==> src/rtl/register_unloader.sv <==
// Parallel-in / serial-out unloader: captures a word on load, hands it out one bit
// per valid/ready transfer, then pulses done for one cycle before returning to idle.
module register_unloader #(
  parameter int LENGTH    = 5,
  parameter bit MSB_FIRST = 1'b1
) (
  input  logic                           clock,
  input  logic                           reset,
  input  logic                           load,
  input  logic [LENGTH-1:0]              D,
  input  logic                           ready,
  output logic                           serial_out,
  output logic                           valid,
  output logic                           busy,
  output logic                           done,
  output logic [$clog2(LENGTH+1)-1:0]    remaining
);

  localparam int CW = $clog2(LENGTH+1);

  localparam logic [1:0] IDLE  = 2'd0;
  localparam logic [1:0] SHIFT = 2'd1;
  localparam logic [1:0] DONE  = 2'd2;

  logic [1:0]        r_state;
  logic [LENGTH-1:0] r_shreg;
  logic [CW-1:0]     r_remaining;

  logic              w_in_shift;
  logic              w_xfer;
  logic              w_last;
  logic              w_head_bit;
  logic [LENGTH-1:0] w_shifted;

  assign w_in_shift = (r_state == SHIFT);
  assign w_xfer     = w_in_shift && ready;
  assign w_last     = (r_remaining == CW'(1));

  // Shift toward whichever end feeds serial_out, zero-filling behind.
  assign w_shifted  = MSB_FIRST ? {r_shreg[LENGTH-2:0], 1'b0}
                                : {1'b0, r_shreg[LENGTH-1:1]};
  assign w_head_bit = MSB_FIRST ? r_shreg[LENGTH-1] : r_shreg[0];

  always_ff @(posedge clock or negedge reset) begin
    if (!reset) begin
      r_state     <= IDLE;
      r_shreg     <= '0;
      r_remaining <= '0;
    end else begin
      case (r_state)
        IDLE: begin
          if (load) begin
            r_shreg     <= D;
            r_remaining <= CW'(LENGTH);
            r_state     <= SHIFT;
          end
        end
        SHIFT: begin
          if (w_xfer) begin
            r_shreg     <= w_shifted;
            r_remaining <= r_remaining - 1'b1;
            if (w_last) begin
              r_state <= DONE;
            end
          end
        end
        DONE: begin
          r_state <= IDLE;
        end
        default: begin
          r_state     <= IDLE;
          r_shreg     <= '0;
          r_remaining <= '0;
        end
      endcase
    end
  end

  // Every output decodes registered state only; ready and load never reach them.
  assign valid      = w_in_shift;
  assign busy       = (r_state == SHIFT) || (r_state == DONE);
  assign done       = (r_state == DONE);
  assign serial_out = w_in_shift & w_head_bit;
  assign remaining  = r_remaining;

endmodule

==> config.mk <==
export PLATFORM = sky130hd
export DESIGN_NAME = register_unloader
export DESIGN_NICKNAME = d
export VERILOG_FILES = /design/src/rtl/register_unloader.sv
export SDC_FILE = /design/constraint.sdc
export NUM_CORES = 1
export LEC_CHECK = 0
export BUFFER_PORTS_ARGS = -buffer_cell sky130_fd_sc_hd__buf_2
export CAP_MARGIN = 20
export CORE_AREA = 2 2 39 41
export CTS_BUF_LIST = sky130_fd_sc_hd__clkbuf_16
export DETAILED_ROUTE_END_ITERATION = 8
export DIE_AREA = 0 0 41 43
export MAX_ROUTING_LAYER = met4
export PLACE_DENSITY = 0.71
export SLEW_MARGIN = 40
export SYNTH_ARGS = -nofsm -noshare
export SYNTH_HDL_FRONTEND = slang
export SYNTH_SLANG_ARGS = --single-unit
==> constraint.sdc <==
create_clock -name clock -period 2.33 [get_ports clock]
set_clock_uncertainty 0.15 [all_clocks]
set_input_delay 0 -clock clock [delete_from_list [all_inputs] [get_ports clock]]
set_output_delay 0 -clock clock [all_outputs]
set_load 0.02 [all_outputs]
==> implementation parameters, run 1 <==
Parameter                              Value

Global routing
  Via count of the first global-routing pass    roughly 490
  Sum of overflow across all layers after global routing    0
  Global Route Usage Sum    between 15 and 20%
  Antenna violations before repair    0
  Pin count of the biggest net entering global routing    11
  Wire length of the first global-routing pass    1.99 mm

Clock network
  Maximum count of clock buffers along a single path    2
  TritonCTS buffer count    3
  Clock net sink count    10
  Source-to-sink clock delay at the later pin of the worst-skew pair    ~0.24 ns
  Maximum level of the CTS H-tree    1
  TritonCTS clock tree    done
  Master cell of the clock root buffer    sky130_fd_sc_hd__clkbuf_16
  Worst-path clk slew    0.04 ns

Setup path
  Category of the worst setup path capture point    flip-flop
  Critical Path Start    r_state[0]
  R2R cell count    5
  Startpoint-to-endpoint class of the critical path    flip-flop to flip-flop
  Internal reg-to-reg setup slack    approximately 0.33 ns
  Critical path data arrival time    roughly 2.0 ns
  Endpoint of the most critical register-to-register path    r_shreg[1]
  Data required time of the worst path    2.30 ns
  Largest fanout of any net on the critical path    9
  Startpoint types    flip-flop
  Last element of the critical path    r_shreg[1]
  Origin of the critical flop-to-flop path    r_state[0]

Detailed routing
  Vias per Instance    5.10
  First-pass iteration count of the detailed router    4
  Detailed Route WL    1.24 mm
  Post-route DRC violation count    0
  Total via count after detailed routing    approximately 470
  Routed wire per std cell    13.3 um
  Routed Antenna Nets    0
  Count of routing violations after the opening detailed-route iteration    6

Finish
  Filler cells    113
  Leading cell type in the layout, fill and taps excluded    sky130_fd_sc_hd__buf_2
  Commonest non-fill, non-tap cells in the layout    sky130_fd_sc_hd__buf_2 (15), sky130_fd_sc_hd__dfrtp_1 (10), sky130_fd_sc_hd__ha_1 (7)
  Sequential standard cell area    around 250 um2
  Proportion of layout cells with a drive suffix above 1    40.3%
  Layout Utilization    62.2%
  Area growth syn-to-layout    34.9%
  Nets    between 90 and 100
  Combined area of the multi-input logic cells    approximately 360 um2
  Ant diodes    0

Pwr
  Total power of the final layout    1270 uW
  Leakage power total    0.000431 uW
  Worst voltage drop across the vdd grid    between 800 and 900 uV
  Power per Cell Area    about 1500 nW/um2

STA
  Unrepaired setup endpoints after global routing    no
  Endpoints failing hold    0
  Smallest setup slack after layout    around 0.33 ns
  Tmin final    about 2.0 ns
  Actual transition at the worst max-transition pin    about 0.37 ns
  Number of slew-limit violations in the final report    0
  Post-route clock period utilization    between 80% and 90%
  Hold slack    around 0.0083 ns
  Slew headroom    approximately 75%
  Final setup violating endpoints    0
  Fmax    between 500 and 600 MHz
  Final total negative setup slack    0 ns

Floorplan
  DIE AREA    1760 um2
  Starting Density    between 40% and 50%
  Row cnt    14
  Die height    43 um
  Placeable Area    ~1400 um2
  Horiz. Die Dim    between 40 and 50 um
  Number of top-level pins    16

Outcome
  Run status    completed

Yosys
  Post-Synthesis Cells    53
  Cell variety after synth    23
  Part of the Yosys area used for sequential elements    between 30% and 40%
  Total nets after synthesis    between 60 and 70
  Synthesized area divided by synthesized cell count    between 10 and 15 um2
  Number of storage elements in the synthesis netlist    10
  Number of warnings reported in the yosys synthesis log    0
  Netlist area before placement    roughly 640 um2

Hold path
  Class of the most critical hold timing path    input port to async pin

Place
  Gpl congestion    roughly 0.74
  HPWL Detailed    approximately 850 um
  Minimum setup slack after placement    roughly 0.32 ns
  Port bufs    15

Flow run
  Number of violations of the max-capacitance limit    0
## cell families (layout without fill, tap and decap cells)
logic type	after synthesis	after routing	synth area share (%)
AO/OA/AOI/OAI	11	11	14.3
adder cells (fa/ha/maj)	7	7	13.7
buffers and inverters	6	30	4.71
flip-flops	10	10	39.2
multiplexers	8	8	13.7
AND/OR/NAND/NOR	11	11	14.3
## registers in the layout, indices dropped and copies added, names as in the netlist
name / cells
remaining: 3
r_shreg: 5
r_state: 2
## report_power, final
part	leakage (uW)	switching (uW)	internal, uW
clock	0.0000385	80.9	225
sequential	0.000127	47.2	251
combinational	0.000265	357	311
## layer usage
metal | global-route usage (%) | share of wire, % | vias to the layer above
met5 | - | 0 | -
met4 | 8.00 | 1.7 | 0
met3 | 4.71 | 4.6 | 4
met2 | 26.9 | 48 | 14
met1 | 19.6 | 46 | 214
li1 | - | - | 242
## how the worst min path moves through the flow
| stage | from | to | cells past startpoint |
|---|---|---|---|
| after global placement | reset | remaining[1] | 1 |
| after detailed placement | reset | remaining[1] | 1 |
| final | reset | remaining[1] | 2 |
| after floorplan | reset | r_shreg[0] | 0 |
| after CTS | reset | r_shreg[3] | 2 |
| after global routing | reset | r_shreg[0] | 2 |
## critical path, stage by stage, from the launching register on
cell and delay (ns):
sky130_fd_sc_hd__dfrtp_1 0.38, sky130_fd_sc_hd__inv_1 0.10, sky130_fd_sc_hd__ha_1 0.32, sky130_fd_sc_hd__nor2b_4 0.20
sky130_fd_sc_hd__nor3_4 0.35, sky130_fd_sc_hd__mux2_2 0.38
## layout make-up
| class | count | share of cell area, % |
|---|---|---|
| clock buffers | 3 | 8.72 |
| repair buffers | 21 | 15.7 |
| inverters | 5 | 2.18 |
| flip-flops and latches | 10 | 29.1 |
| clock inverters | 1 | 0.436 |
| well taps | 16 | 2.33 |
| multi-input cells | 37 | 41.6 |
## through the flow
| step | instances | instance area, um2 |
|---|---|---|
| 2_1_floorplan | 53 | 638 |
| 3_3_place_gp | 83 | 722 |
| 3_5_place_dp | 83 | 722 |
| 4_1_cts | 93 | 861 |
| 5_1_grt | 93 | 861 |
| 6_report | 93 | 861 |
## what timing repair did
action                                 4_1_cts  5_1_grt
buffers inserted                             0        0
resized for setup                            0        0
hold buffers                                 6        0
endpoints found under the hold margin       15        0
## Yosys cell counts
cell type                  count  area share (%)
sky130_fd_sc_hd__a211o_1       1             1.4
sky130_fd_sc_hd__a211oi_1      1             1.2
sky130_fd_sc_hd__a22o_2        4             6.3
sky130_fd_sc_hd__a31oi_1       1            0.98
sky130_fd_sc_hd__and2_1        1            0.98
sky130_fd_sc_hd__buf_6         1             1.8
sky130_fd_sc_hd__dfrtp_1      10              39
sky130_fd_sc_hd__ha_1          7              14
sky130_fd_sc_hd__inv_1         5             2.9
sky130_fd_sc_hd__mux2_2        6              11
sky130_fd_sc_hd__mux2i_1       2             3.1
sky130_fd_sc_hd__nand2_1       1            0.59
sky130_fd_sc_hd__nand2b_1      2             2.0
sky130_fd_sc_hd__nand4b_1      2             2.7
sky130_fd_sc_hd__nor2b_2       1             1.4
sky130_fd_sc_hd__nor2b_4       1             2.2
sky130_fd_sc_hd__nor3_4        1             2.5
sky130_fd_sc_hd__nor4_1        1            0.98
sky130_fd_sc_hd__o21a_1        1             1.2
sky130_fd_sc_hd__o21ai_0       1            0.78
sky130_fd_sc_hd__o31ai_1       1             1.2
sky130_fd_sc_hd__o41ai_1       1             1.4
sky130_fd_sc_hd__or3_1         1            0.98
No activity file was read; power rests on OpenSTA's default activity.
==> run 2: changes to the inputs <==
--- a/config.mk
+++ b/config.mk
@@ -8,7 +8,7 @@
 export BUFFER_PORTS_ARGS = -buffer_cell sky130_fd_sc_hd__buf_2
 export CAP_MARGIN = 20
 export CORE_AREA = 2 2 39 41
-export CTS_BUF_LIST = sky130_fd_sc_hd__clkbuf_16
+export CTS_BUF_LIST = sky130_fd_sc_hd__clkbuf_8 sky130_fd_sc_hd__clkbuf_16
 export DETAILED_ROUTE_END_ITERATION = 8
 export DIE_AREA = 0 0 41 43
 export MAX_ROUTING_LAYER = met4
==> implementation parameters, run 2 (synthesis results as in run 1) <==
Parameter                              Value

Clock network
  Resized Gates After CTS    0
  Master cell of the clock root buffer    sky130_fd_sc_hd__clkbuf_8
  TritonCTS clock tree    done
  Clock net sink count    10
  TritonCTS buffer count    3
  Worst-path clk slew    approximately 0.05 ns
  Source-to-sink clock delay at the later pin of the worst-skew pair    roughly 0.23 ns
  Maximum level of the CTS H-tree    1
  Maximum count of clock buffers along a single path    2

Global routing
  Via count of the first global-routing pass    462
  Global Route Usage Sum    15.9%
  Antenna violations before repair    0
  Wire length of the first global-routing pass    ~1.9 mm
  Pin count of the biggest net entering global routing    11
  Sum of overflow across all layers after global routing    0

Outcome
  Run status    completed

Finish
  Commonest non-fill, non-tap cells in the layout    sky130_fd_sc_hd__buf_2 (15), sky130_fd_sc_hd__dfrtp_1 (10), sky130_fd_sc_hd__ha_1 (7)
  Flip-flop count of the largest register, all copies and words added    5
  Nets    94
  Proportion of layout cells with a drive suffix above 1    41.6%
  Leading cell type in the layout, fill and taps excluded    sky130_fd_sc_hd__buf_2
  Layout Cell Area excl Fill    between 800 and 900 um2
  Register ranked first by flip-flop count    r_shreg
  Area growth syn-to-layout    31.2%
  Filler cells    approximately 120
  Ant diodes    0

Detailed routing
  Detailed Route WL    ~1.2 mm
  Post-route DRC violation count    0
  Count of routing violations after the opening detailed-route iteration    3
  Routed wire per std cell    ~12 um
  First-pass iteration count of the detailed router    4
  Routed Antenna Nets    0
  Total via count after detailed routing    473
  Vias per Instance    between 5 and 6

Setup path
  Largest fanout of any net on the critical path    9
  R2R cell count    5
  Critical path data arrival time    1.95 ns
  Endpoint of the most critical register-to-register path    r_shreg[3]
  Startpoint types    flip-flop
  Internal reg-to-reg setup slack    between 0.3 and 0.4 ns
  Category of the worst setup path capture point    flip-flop
  Data required time of the worst path    between 2 and 2.5 ns
  Origin of the critical flop-to-flop path    r_state[0]
  Critical Path Start    r_state[0]
  Startpoint-to-endpoint class of the critical path    flip-flop to flip-flop

STA
  Actual transition at the worst max-transition pin    roughly 0.37 ns
  Tmin final    ~2 ns
  Hold slack    ~0.011 ns
  Final setup violating endpoints    0
  Endpoints failing hold    0
  Number of slew-limit violations in the final report    0
  Fmax    around 500 MHz
  Slew headroom    between 70% and 80%
  Unrepaired setup endpoints after global routing    no
  Final total negative setup slack    0 ns
  Post-route clock period utilization    85.5%

Pwr
  Worst voltage drop across the vdd grid    718 uV
  Power per Cell Area    1400 nW/um2
  Leakage power total    0.000421 uW

Floorplan
  Die height    about 43 um
  DIE AREA    roughly 1800 um2
  Number of top-level pins    16
  Placeable Area    1380 um2
  Horiz. Die Dim    41 um
  Starting Density    46.1%
  Row cnt    14

Place
  Area after detailed placement    a little over 700 um2
  HPWL Detailed    854 um
  Port bufs    15
  Gpl congestion    around 0.74

Flow run
  Number of violations of the max-capacitance limit    0

Hold path
  Class of the most critical hold timing path    input port to async pin
[run 2: changes by cell type in the layout (fill, tap and decap cells not counted), sizes merged]
cell / before / now
clkinv: 1 / 0
clkbuf: 3 / 4
[run 2: timing repair]
action                                  in CTS  in global routing
buffers inserted                             0                  0
hold buffers                                 6                  0
endpoints found under the setup margin       0                  0
hold endpoints to repair                    15                  0
[run 2: how the worst max path moves through the flow]
stage / end / slack (ns) / depth (start not counted)
5_1_grt: r_shreg[1] / 0.19 / 5
3_3_place_gp: r_shreg[2] / 0.36 / 5
2_1_floorplan: r_state[0] / 0.44 / 5
4_1_cts: r_shreg[1] / 0.30 / 5
3_5_place_dp: r_shreg[1] / 0.32 / 5
6_report: r_shreg[3] / 0.34 / 5
[run 2: critical path, cell delays in order, from the launching register on]
cell,delay [ns]
sky130_fd_sc_hd__dfrtp_1,0.38
sky130_fd_sc_hd__inv_1,0.10
sky130_fd_sc_hd__ha_1,0.32
sky130_fd_sc_hd__nor2b_4,0.20
sky130_fd_sc_hd__nor3_4,0.34
sky130_fd_sc_hd__mux2_2,0.38
[run 2: cell type report]
cell class | count | area (um2) | share of cell area (%)
inverters | 5 | 18.8 | 2.24
flip-flops and latches | 10 | 250 | 29.9
multi-input cells | 37 | 358 | 42.8
clock buffers | 4 | 55.1 | 6.58
repair buffers | 21 | 135 | 16.1
well taps | 16 | 20.0 | 2.39
[run 2: where the power goes]
group | leakage, uW | switching [uW] | internal (uW)
registers | 0.000127 | 46.4 | 250
clock network | 0.0000288 | 65.7 | 148
logic | 0.000265 | 350 | 311
total | 0.000421 | 462 | 710
[run 2: metrics by stage]
step	std cells	worst slack, ns	util, %	power [uW]
6_report	93	0.338	60.5	1170
4_1_cts	93	0.300	60.5	1190
5_1_grt	93	0.192	60.5	1270
3_3_place_gp	83	0.355	52.2	947
3_5_place_dp	83	0.316	52.2	960
2_1_floorplan	53	0.445	-	829
[run 2: per-layer routing]
| layer | vias to the layer above | share of wire (%) | global-route usage (%) |
|---|---|---|---|
| li1 | 241 | - | - |
| met1 | 219 | 48 | 20.7 |
| met2 | 11 | 47 | 24.7 |
| met3 | 2 | 3.5 | 1.57 |
| met4 | 0 | 0.69 | 6.00 |
| met5 | - | 0 | - |
